--- config.mk ---
export PLATFORM = sky130hd
export DESIGN_NAME = latency_pipe_flat
export DESIGN_NICKNAME = d
export VERILOG_FILES = /design/src/rtl/latency_pkg.sv /design/src/rtl/latency_pipe_if.sv /design/src/rtl/latency_pipe_stage.sv /design/src/rtl/latency_pipe.sv /design/src/flat_wrapper.sv
export SDC_FILE = /design/constraint.sdc
export NUM_CORES = 1
export LEC_CHECK = 0
export CAP_MARGIN = 30
export CORE_ASPECT_RATIO = 0.9
export CORE_UTILIZATION = 50
export CTS_CLUSTER_DIAMETER = 50
export CTS_CLUSTER_SIZE = 25
export DETAILED_ROUTE_END_ITERATION = 10
export HOLD_SLACK_MARGIN = 0.02
export PLACE_DENSITY = 0.68
export SLEW_MARGIN = 10
export SYNTH_ARGS = -nofsm -noshare
export SYNTH_HDL_FRONTEND = slang
export SYNTH_SLANG_ARGS = --single-unit
--- constraint.sdc ---
create_clock -name clk -period 4.2 [get_ports clk]
set_clock_uncertainty 0.05 [all_clocks]
set_input_delay 0.63 -clock clk [delete_from_list [all_inputs] [get_ports clk]]
set_output_delay 0.63 -clock clk [all_outputs]
set_load 0.02 [all_outputs]
--- src/rtl/latency_pkg.sv ---
// Shared definitions for the programmable-latency delay line.
//   ST_RUN / ST_DRAIN : FSM state encodings (legacy-compatible localparams)
//   clog2             : ceiling log2 for sizing latency/occupancy fields
//   clamp_lat         : saturates a requested latency at the physical depth
package latency_pkg;

    localparam logic [0:0] ST_RUN   = 1'b0;
    localparam logic [0:0] ST_DRAIN = 1'b1;

    function automatic int clog2(input int value);
        int result;
        int x;
        result = 0;
        x      = value - 1;
        while (x > 0) begin
            result = result + 1;
            x      = x >> 1;
        end
        return result;
    endfunction

    function automatic int clamp_lat(input int sel, input int max_lat);
        return (sel > max_lat) ? max_lat : sel;
    endfunction

endpackage

--- src/rtl/latency_pipe_if.sv ---
// Handshake, control and status bundle for latency_pipe.
//   master : drives in_valid/in_data, stall, flush, lat_sel/lat_load
//   slave  : drives in_ready, out_valid/out_data, lat_cur, busy, occupancy
interface latency_pipe_if #(
    parameter int WIDTH = 8,
    parameter int LAT_W = 4
);
    logic             in_valid;
    logic [WIDTH-1:0] in_data;
    logic             in_ready;
    logic             stall;
    logic             flush;
    logic [LAT_W-1:0] lat_sel;
    logic             lat_load;
    logic             out_valid;
    logic [WIDTH-1:0] out_data;
    logic [LAT_W-1:0] lat_cur;
    logic             busy;
    logic [LAT_W-1:0] occupancy;

    modport master (
        output in_valid, in_data, stall, flush, lat_sel, lat_load,
        input  in_ready, out_valid, out_data, lat_cur, busy, occupancy
    );

    modport slave (
        input  in_valid, in_data, stall, flush, lat_sel, lat_load,
        output in_ready, out_valid, out_data, lat_cur, busy, occupancy
    );
endinterface

--- src/rtl/latency_pipe_stage.sv ---
// One register stage of the delay line: payload plus valid bit.
//   clk, reset : clock, asynchronous active-high reset
//   i_en       : advance (low while stalled)
//   i_clr      : synchronous clear of the valid bit, wins over i_en
//   i_kill     : stage lies beyond the active latency; incoming valid dropped
//   i_valid/i_data -> o_valid/o_data
module pipe_stage #(
    parameter int WIDTH = 8
) (
    input  logic             clk,
    input  logic             reset,
    input  logic             i_en,
    input  logic             i_clr,
    input  logic             i_kill,
    input  logic             i_valid,
    input  logic [WIDTH-1:0] i_data,
    output logic             o_valid,
    output logic [WIDTH-1:0] o_data
);
    logic             r_valid;
    logic [WIDTH-1:0] r_data;

    always_ff @(posedge clk or posedge reset) begin
        if (reset) begin
            r_valid <= 1'b0;
            r_data  <= '0;
        end else if (i_clr) begin
            r_valid <= 1'b0;
        end else if (i_en) begin
            r_valid <= i_valid & ~i_kill;
            r_data  <= i_data;
        end
    end

    assign o_valid = r_valid;
    assign o_data  = r_data;
endmodule

--- src/rtl/latency_pipe.sv ---
// Runtime-programmable delay line (0..MAX_LATENCY) with stall and flush.
// A latency change while items are in flight first drains the pipe so no
// item ever leaves with a mixed delay.
//   clk, reset : clock, asynchronous active-high reset
//   bus        : latency_pipe_if.slave (data handshake, control, status)
//
// state    | meaning
// ---------+-----------------------------------------------------------
// ST_RUN   | accepting input; latency loads apply at once if pipe empties
// ST_DRAIN | input blocked; shifting out old items, pending latency held
module latency_pipe
    import latency_pkg::*;
#(
    parameter int WIDTH           = 8,
    parameter int MAX_LATENCY     = 8,
    parameter int DEFAULT_LATENCY = 1
) (
    input logic           clk,
    input logic           reset,
    latency_pipe_if.slave bus
);
    localparam int LAT_W = clog2(MAX_LATENCY + 1);

    logic [0:0]             r_state;
    logic [LAT_W-1:0]       r_lat;
    logic [LAT_W-1:0]       r_pend;
    logic [LAT_W-1:0]       r_occ;

    logic [LAT_W-1:0]       w_req;
    logic [LAT_W-1:0]       w_pend_eff;
    logic [LAT_W-1:0]       w_occ_nxt;
    logic                   w_ready;
    logic                   w_acc;
    logic                   w_inc;
    logic                   w_tap_vld;
    logic [WIDTH-1:0]       w_tap_data;
    logic [MAX_LATENCY-1:0] w_vld;
    logic [MAX_LATENCY-1:0] w_sin_vld;
    logic [MAX_LATENCY-1:0] w_kill;
    logic [WIDTH-1:0]       w_data     [MAX_LATENCY];
    logic [WIDTH-1:0]       w_sin_data [MAX_LATENCY];

    assign w_ready = (r_state == ST_RUN) & ~bus.stall;
    assign w_acc   = bus.in_valid & w_ready;
    assign w_req   = LAT_W'(clamp_lat(int'(bus.lat_sel), MAX_LATENCY));

    for (genvar g = 0; g < MAX_LATENCY; g++) begin : g_stage
        if (g == 0) begin : g_head
            assign w_sin_vld[g]  = w_acc;
            assign w_sin_data[g] = bus.in_data;
        end else begin : g_body
            assign w_sin_vld[g]  = w_vld[g-1];
            assign w_sin_data[g] = w_data[g-1];
        end

        // Stages at or beyond the active latency never hold a valid item.
        assign w_kill[g] = (LAT_W'(g) >= r_lat);

        pipe_stage #(.WIDTH(WIDTH)) u_stage (
            .clk     (clk),
            .reset   (reset),
            .i_en    (~bus.stall),
            .i_clr   (bus.flush),
            .i_kill  (w_kill[g]),
            .i_valid (w_sin_vld[g]),
            .i_data  (w_sin_data[g]),
            .o_valid (w_vld[g]),
            .o_data  (w_data[g])
        );
    end

    // Output tap is stage lat_cur-1; lat_cur==0 matches nothing here.
    always_comb begin
        w_tap_vld  = 1'b0;
        w_tap_data = '0;
        for (int i = 0; i < MAX_LATENCY; i++) begin
            if (r_lat == LAT_W'(i + 1)) begin
                w_tap_vld  = w_vld[i];
                w_tap_data = w_data[i];
            end
        end
    end

    // Occupancy tracks entries into stage 0 and exits from the tap.
    assign w_inc = w_acc & (r_lat != '0);

    always_comb begin
        if (bus.flush) begin
            w_occ_nxt = '0;
        end else if (bus.stall) begin
            w_occ_nxt = r_occ;
        end else begin
            w_occ_nxt = r_occ + LAT_W'(w_inc) - LAT_W'(w_tap_vld);
        end
    end

    // A load during DRAIN replaces the pending value, even on the exit edge.
    assign w_pend_eff = bus.lat_load ? w_req : r_pend;

    always_ff @(posedge clk or posedge reset) begin
        if (reset) begin
            r_state <= ST_RUN;
            r_lat   <= LAT_W'(DEFAULT_LATENCY);
            r_pend  <= '0;
            r_occ   <= '0;
        end else begin
            r_occ <= w_occ_nxt;
            if (r_state == ST_RUN) begin
                if (bus.lat_load && (w_req != r_lat)) begin
                    if (w_occ_nxt == '0) begin
                        r_lat <= w_req;
                    end else begin
                        r_pend  <= w_req;
                        r_state <= ST_DRAIN;
                    end
                end
            end else begin
                if (w_occ_nxt == '0) begin
                    r_lat   <= w_pend_eff;
                    r_state <= ST_RUN;
                end else begin
                    r_pend <= w_pend_eff;
                end
            end
        end
    end

    assign bus.in_ready  = w_ready;
    assign bus.out_valid = (r_lat == '0) ? w_acc : w_tap_vld;
    assign bus.out_data  = (r_lat == '0) ? (w_acc ? bus.in_data : '0)
                                         : (w_tap_vld ? w_tap_data : '0);
    assign bus.lat_cur   = r_lat;
    assign bus.busy      = (r_state == ST_DRAIN);
    assign bus.occupancy = r_occ;
endmodule

--- src/flat_wrapper.sv ---
// flat-port wrapper written by rule: the top's interface ports become plain ports
module latency_pipe_flat import latency_pkg::*;
#(
    parameter int WIDTH           = 8,
    parameter int MAX_LATENCY     = 8,
    parameter int DEFAULT_LATENCY = 1
)
  (clk, reset, bus_in_valid, bus_in_data, bus_stall, bus_flush, bus_lat_sel, bus_lat_load, bus_in_ready, bus_out_valid, bus_out_data, bus_lat_cur, bus_busy, bus_occupancy);
  latency_pipe_if #(.WIDTH(WIDTH), .LAT_W((4))) bus_i ();
  input logic clk;
  input logic reset;
  input wire logic [$bits(bus_i.in_valid)-1:0] bus_in_valid;
  input wire logic [$bits(bus_i.in_data)-1:0] bus_in_data;
  input wire logic [$bits(bus_i.stall)-1:0] bus_stall;
  input wire logic [$bits(bus_i.flush)-1:0] bus_flush;
  input wire logic [$bits(bus_i.lat_sel)-1:0] bus_lat_sel;
  input wire logic [$bits(bus_i.lat_load)-1:0] bus_lat_load;
  output wire logic [$bits(bus_i.in_ready)-1:0] bus_in_ready;
  output wire logic [$bits(bus_i.out_valid)-1:0] bus_out_valid;
  output wire logic [$bits(bus_i.out_data)-1:0] bus_out_data;
  output wire logic [$bits(bus_i.lat_cur)-1:0] bus_lat_cur;
  output wire logic [$bits(bus_i.busy)-1:0] bus_busy;
  output wire logic [$bits(bus_i.occupancy)-1:0] bus_occupancy;
  assign bus_i.in_valid = bus_in_valid;
  assign bus_i.in_data = bus_in_data;
  assign bus_i.stall = bus_stall;
  assign bus_i.flush = bus_flush;
  assign bus_i.lat_sel = bus_lat_sel;
  assign bus_i.lat_load = bus_lat_load;
  assign bus_in_ready = bus_i.in_ready;
  assign bus_out_valid = bus_i.out_valid;
  assign bus_out_data = bus_i.out_data;
  assign bus_lat_cur = bus_i.lat_cur;
  assign bus_busy = bus_i.busy;
  assign bus_occupancy = bus_i.occupancy;
  latency_pipe #(.WIDTH(WIDTH), .MAX_LATENCY(MAX_LATENCY), .DEFAULT_LATENCY(DEFAULT_LATENCY)) u_core (.clk(clk), .reset(reset), .bus(bus_i));
endmodule
==> flow_metrics.py, run 1 <==
metrics = {
    "pwr": {
        "p_clk_frac": 0.149,
        "combPwrFrac": 0.480,
        "switchingPower_mw": 1.50,
        "powerDensity_nw_per_um2": 716,
        "power_mw": 3.81,
        "seqPwrFrac": 0.371,
        "internal_power_mw": 2.31,
        "leakagePower_nw": 2.22,
        "netSwitchingFraction": 0.394,
        "ir_drop_uv": 347,
    },
    "route": {
        "viasPerCell": 5.87,
        "wl_per_cell_um": 18.0,
        "drt-initial-drc-count": 135,
        "antenna_left": 0,
        "num_vias": 3312,
        "wirelength_mm": 10.2,
        "dr.pass1.iters": 4,
        "drc": 0,
    },
    "clock_network": {
        "postCtsHoldBufs": 0,
        "cts_sinks": 85,
        "clock_latency_ps": 360,
        "clk_pin_slew_ps": 70,
        "htreeDepth": 3,
        "cts_buffers": 9,
        "cts_tree": "built",
        "cts_setup_buffers": 0,
        "ctsResizeCount": 0,
        "root_buffer": "clkbuf_8",
        "clk_path_buf_depth": 2,
    },
    "critical_path": {
        "critPathKind": "register to register",
        "crit_path_top_delay_cell": "dfrtp_1",
        "cp-start-kind": "register",
        "crit_top_cell": "ha_1",
        "worstPathCellList": "mux2i_1 -> o211ai_1 -> a221oi_2 -> nor2_4 -> ha_1 -> inv_1 -> ha_1 -> fa_1 -> nor3_1 -> a22oi_1 -> nor3_2 -> a211oi_4 -> mux2_2",
        "end_kind": "register",
        "worstRegToRegCells": 13,
        "cp_top_family": "compound AO/OA/AOI/OAI gates",
        "critPathBufInv": 1,
        "cp.depth": 13,
        "crit_arrival_ps": 4020,
        "critical-path-max-stage-delay_ps": 710,
        "cp_max_fo": 16,
        "cp.required_ps": 4390,
    },
    "layout": {
        "layout.nets": 463,
        "seq_area_um2": 2130,
        "final_cell_mix": "dfrtp_1 (84), mux2_2 (77), clkdlybuf4s50_1 (36)",
        "syn_to_final_growth_pct": 15.9,
        "drive_above_1_share": 0.292,
        "final_common_cell": "dfrtp_1",
        "n_antenna_cell": 0,
        "fillerInstances": 769,
        "multi_input_area_um2": 2300,
        "fin_cells": 564,
    },
    "floorplan": {
        "initial_core_util": 0.526,
        "io_pins": 37,
        "die_y_um": 92.9,
        "core-area_um2": 8730,
        "die_x_um": 103,
        "dieArea_um2": 9580,
        "rows": 32,
    },
    "timing": {
        "finalSetupViolCount": 0,
        "max_slew_margin": 0.454,
        "fmax_mhz": 261,
        "report.final.slew_viol_count": 0,
        "worst_pin_slew_ps": 820,
        "finalCriticalPeriod_ps": 3830,
        "fin_tns_setup_ps": 0,
        "finalWorstSetupSlack_ps": 366,
        "rsz0062_at_grt": "false",
        "min_period_over_period": 0.913,
        "final-hold-violation-count": 0,
    },
    "logic_synthesis": {
        "synth_edf_count": 0,
        "synth_compound_area_frac": 0.148,
        "synth_simple_gate_area_frac": 0.111,
        "synthCells": 399,
        "synth_mux_area_frac": 0.222,
        "syn_area_um2": 4590,
        "synth_fa_ha_area_frac": 0.0153,
        "yosysWarningCount": 0,
        "synth_nets": 422,
        "syn_avg_cell_area_um2": 11.5,
        "yosys.area_share.xor_xnor": 0.00381,
        "synth_top_family_by_area": "multiplexers",
        "synth-seq-cells": 85,
        "seq_area_frac_synth": 0.463,
        "ys_types": 62,
        "synth-async-reset-ratio": 1.00,
        "ys_dominant_reg_cell": "dfrtp_1",
    },
    "run_status": {
        "status": "finished, final reports clean",
    },
    "grt": {
        "top_usage_layer": "met2",
        "grt-ovfl-total": 0,
        "grtUsageMet3": 0.0521,
        "grt_pass1_wl_mm": 16.9,
        "globalRouteTotalUtil": 0.236,
        "grtUsageMet1": 0.347,
        "met2_usage": 0.348,
        "antenna_found_initial": 0,
        "grt_max_degree": 65,
        "grt_pass1_vias": 3253,
    },
    "placement": {
        "dpl.cell_count": 548,
        "portBuffers": 36,
        "place_congestion": 0.839,
        "hpwl_mm": 7.05,
        "dp_slack_ps": 376,
    },
    "min_path": {
        "hold_path_depth": 1,
        "hold_path.class": "register to register",
    },
    "flow_run": {
        "drv_cap": 0,
    },
}
[final timing paths]
check	endpoint	slack, ps	from
setup / recovery	u_core.r_pend[2]	370	u_core.bus.lat_cur[1]
hold / removal	u_core.r_pend[0]	440	u_core.r_pend[0]
setup reg to reg	u_core.r_pend[2]	370	u_core.bus.lat_cur[1]
hold reg to reg	u_core.r_pend[0]	440	u_core.r_pend[0]
max in group asynchronous	u_core.g_stage[7].u_stage.o_data[1]	2720	reset
min in group asynchronous	u_core.bus.occupancy[2]	600	reset
[power groups by stage]
stage	clock network (mW)	registers [mW]	logic [mW]
2_1_floorplan	0	1.34	1.32
3_3_place_gp	0	1.42	1.79
3_5_place_dp	0	1.43	1.82
4_1_cts	0.584	1.41	1.83
5_1_grt	0.612	1.46	2.00
6_report	0.570	1.41	1.83
[sequential cells by signal, summed over array words and instances (netlist names)]
| signal | count |
|---|---|
| u_core.bus.lat_cur | 4 |
| u_core.g_stage.u_stage.o_data | 64 |
| u_core.bus.busy | 1 |
| u_core.bus.occupancy | 4 |
| u_core.g_stage.u_stage.o_valid | 8 |
| u_core.r_pend | 4 |
[synth_stat cells (2+ instances only)]
cell type,n,share of area
a21oi_1,23,0.025
a221o_1,7,0.015
a221oi_1,2,0.0038
a22o_1,12,0.023
buf_2,15,0.016
buf_4,3,0.0049
clkbuf_1,6,0.0049
dfrtp_1,84,0.46
ha_1,4,0.011
inv_1,13,0.011
mux2_1,2,0.0049
mux2_2,77,0.19
mux2i_1,13,0.028
nand2_1,12,0.0098
nand2b_1,14,0.019
nand3_1,11,0.012
nor2_1,27,0.022
nor2b_1,5,0.0068
nor3_1,2,0.0022
nor3b_1,6,0.0098
o21ai_0,9,0.0098
o22ai_1,8,0.011
o31ai_1,4,0.0065
xnor2_1,2,0.0038
[metrics by stage]
stage / area (um2) / hold WS (ps) / utilization
2_1_floorplan: 4590 / 408 / -
3_3_place_gp: 5130 / 420 / 0.588
3_5_place_dp: 5130 / 425 / 0.588
4_1_cts: 5320 / 443 / 0.610
5_1_grt: 5320 / 472 / 0.610
6_report: 5320 / 440 / 0.610
[area by class of cell]
type,count,share of cell area
Timing Repair Buffer,55,0.0945
Inverter,13,0.00940
Clock inverter,4,0.00893
Multi-Input combinational cell,276,0.432
Sequential cell,85,0.400
Tap cell,119,0.0280
Clock buffer,12,0.0273
[worst reg2reg max path, stage by stage, from the launching register on]
cell and delay, ps:
dfrtp_1 710, mux2i_1 250, o211ai_1 120, a221oi_2 370, nor2_4 60, ha_1 280
inv_1 40, ha_1 220, fa_1 520, nor3_1 60, a22oi_1 240, nor3_2 110
a211oi_4 320, mux2_2 370
[metal layers]
| layer | share of wire | routed length (um) | vias up |
|---|---|---|---|
| met1 | 0.49 | 4990 | 1667 |
| met2 | 0.45 | 4580 | 87 |
| met3 | 0.046 | 467 | 12 |
| met4 | 0.013 | 131 | 0 |
| li1 | - | - | 1546 |
| met5 | 0 | 0 | - |
[cells by family after synthesis]
group,after synthesis
flip-flops,85
XOR/XNOR,2
adder cells (fa/ha/maj),5
buffers and inverters,38
AND/OR/NAND/NOR,89
AO/OA/AOI/OAI,88
multiplexers,92
Power figures use the tool's default switching activity.
==> run 2, diff against run 1 <==
- TNS_END_PERCENT: not set -> 100
==> results of run 2 <==
Same layout as run 1: the final DEF is identical, and so are final timing and power.
==> run 3, diff against run 2 <==
- GPL_ROUTABILITY_DRIVEN: not set -> 0
==> results of run 3 <==
Same layout as run 1: the final DEF is identical, and so are final timing and power.
==> RTL edit (flow settings as in run 3) <==
`WIDTH` is set to 8 in 4 places; all go to 9.
--- a/src/rtl/latency_pipe_if.sv
+++ b/src/rtl/latency_pipe_if.sv
@@ -3,5 +3,5 @@
 //   slave  : drives in_ready, out_valid/out_data, lat_cur, busy, occupancy
 interface latency_pipe_if #(
-    parameter int WIDTH = 8,
+    parameter int WIDTH = 9,
     parameter int LAT_W = 4
 );
--- a/src/rtl/latency_pipe_stage.sv
+++ b/src/rtl/latency_pipe_stage.sv
@@ -6,5 +6,5 @@
 //   i_valid/i_data -> o_valid/o_data
 module pipe_stage #(
-    parameter int WIDTH = 8
+    parameter int WIDTH = 9
 ) (
     input  logic             clk,
--- a/src/rtl/latency_pipe.sv
+++ b/src/rtl/latency_pipe.sv
@@ -12,5 +12,5 @@
     import latency_pkg::*;
 #(
-    parameter int WIDTH           = 8,
+    parameter int WIDTH           = 9,
     parameter int MAX_LATENCY     = 8,
     parameter int DEFAULT_LATENCY = 1
--- a/src/flat_wrapper.sv
+++ b/src/flat_wrapper.sv
@@ -2,5 +2,5 @@
 module latency_pipe_flat import latency_pkg::*;
 #(
-    parameter int WIDTH           = 8,
+    parameter int WIDTH           = 9,
     parameter int MAX_LATENCY     = 8,
     parameter int DEFAULT_LATENCY = 1
Interface: changed (resized bus_in_data and bus_out_data); port bits go from 37 to 39. No check against the original RTL was run, so the function may have changed too.
==> RTL edit against run 3 <==
Synthesized area grew 6.5%; sequential cell count grew 8; wire length grew 3.6%; setup slack lost 39 ps; combinational power shrank 23%; cell area grew 5.5%; power shrank 8.2%; maximum frequency shrank 1.0%; final cell count grew 5.3%; worst hold slack lost 0.79 ps; critical path type unchanged; critical endpoint is now u_core.bus.lat_cur[3]; largest cell class unchanged.
==> RTL edit: results (changes against run 3) <==
reg2reg start u_core.bus.lat_cur[3]; Cell Pwr Density 623.2 nW/um^2 (-13%); Global Route Usage Sum 22.99% (-0.59 points); Leak Pwr 0.002326 uW (+4.9%); largest net degree at the start of global routing 75 (+15%); Non-clk bufs 56 (+1.8%); Placement Setup Slack 339.5 ps (-36.38 ps); cell count after synthesis 430 (+7.8%); VDD IR max 0.0003153 V (-9.2%); Hold Path End u_core.r_pend[1]; crit path max fanout 13 (-3); Post-Synth XOR/XNOR Area 0.8954% (+0.51 points); Seq/Total Area, Yosys 47.61% (+1.3 points); Hold Slack 439.1 ps (-0.7930 ps); Max Root-Sink Buffers 2 (unchanged); DPL Wire Length 7.337 mm (+4.1%); DR iter-0 viols 170 (+26%); final WL 10.53 mm (+3.6%); Non-clk invs 14 (+1); Clk pin slew, worst setup/hold paths 90 ps (+20 ps); Non-clock buffers, area share 9.401% (-0.047 points); flop2flop setup slack 330 ps (-40 ps); first-pass GRT wire length 17.80 mm (+5.3%); synth top area cells dfrtp_1 (47%), mux2_2 (17%), a21oi_1 (3.1%); register area 2328 sq um (+9.4%); hold_sp u_core.r_pend[1]; vias in the first global route 3,356 (+3.2%); P_seq 1490 uW (+6%); Num CTS Buffers 9 (unchanged); outcome complete, no violations; crit-path max cell delay 510 ps (-200 ps); CP delay by family, top simple AND/OR/NAND/NOR gates; fraction of layout cells with a size suffix above 1 27.54% (-1.7 points); compound-cell area share of the yosys netlist 14.45% (-0.31 points); adder-cell share of the synthesized area 1.433% (-0.092 points); Clock-cell share 3.542% (-0.077 points); per-cell routed wire length 17.73 um (-1.7%); clk_buf instances 10 (-2); WP data arrival 4080 ps (+60 ps); max_slew headroom 53.45% (+8.1 points); # fillers 774 (+0.65%); Reg2Reg Depth 14 (+1); syn nets 454 (+7.6%); mux cell area share after synthesis 20.13% (-2.1 points); placed cell area 5418 sq um (+5.6%); Net count, final 491 (+6.0%); comb_multi_in 293 (+6.2%); Post-CTS Setup Bufs 0 (unchanged); multi-input combinational area share 41.92% (-1.3 points); placed cells 578 (+5.5%); Seq cells post-synth 93 (+9.4%); Vias/cell 5.803 (-1.2%); reg-to-reg critical path endpoint u_core.bus.lat_cur[3]; Design Power 3500 uW (-8.2%); Sw Share 36.71% (-2.7 points); Clk pwr share 17.3% (+2.4 points); commonest cells in the netlist dfrtp_1 (92), mux2_2 (75), a21oi_1 (30), nand2_1 (25), nor2_1 (24); # port buffers 38 (+5.6%); max reg flops 72 (+13%)
[RTL edit: metal layers]
layer / track usage, % / routed length [um]
met1: 32.73 / 4999
met2: 35.12 / 4937
met3: 4.739 / 563
met4: 7.870 / 33
met5: 0 / 0
[RTL edit: how the worst max path moves through the flow]
| stage | slack [ps] | cells past startpoint | endpoint | startpoint |
|---|---|---|---|---|
| finish | 330 | 14 | u_core.bus.lat_cur[3] | u_core.bus.lat_cur[3] |
| CTS | 330 | 14 | u_core.bus.lat_cur[3] | u_core.bus.lat_cur[3] |
| global placement | 450 | 14 | u_core.bus.lat_cur[1] | u_core.bus.lat_cur[3] |
| global route | 100 | 14 | u_core.bus.lat_cur[2] | u_core.bus.lat_cur[2] |
| floorplan | 540 | 16 | u_core.r_pend[0] | u_core.bus.lat_cur[1] |
| detailed placement | 340 | 14 | u_core.bus.lat_cur[3] | u_core.bus.lat_cur[2] |
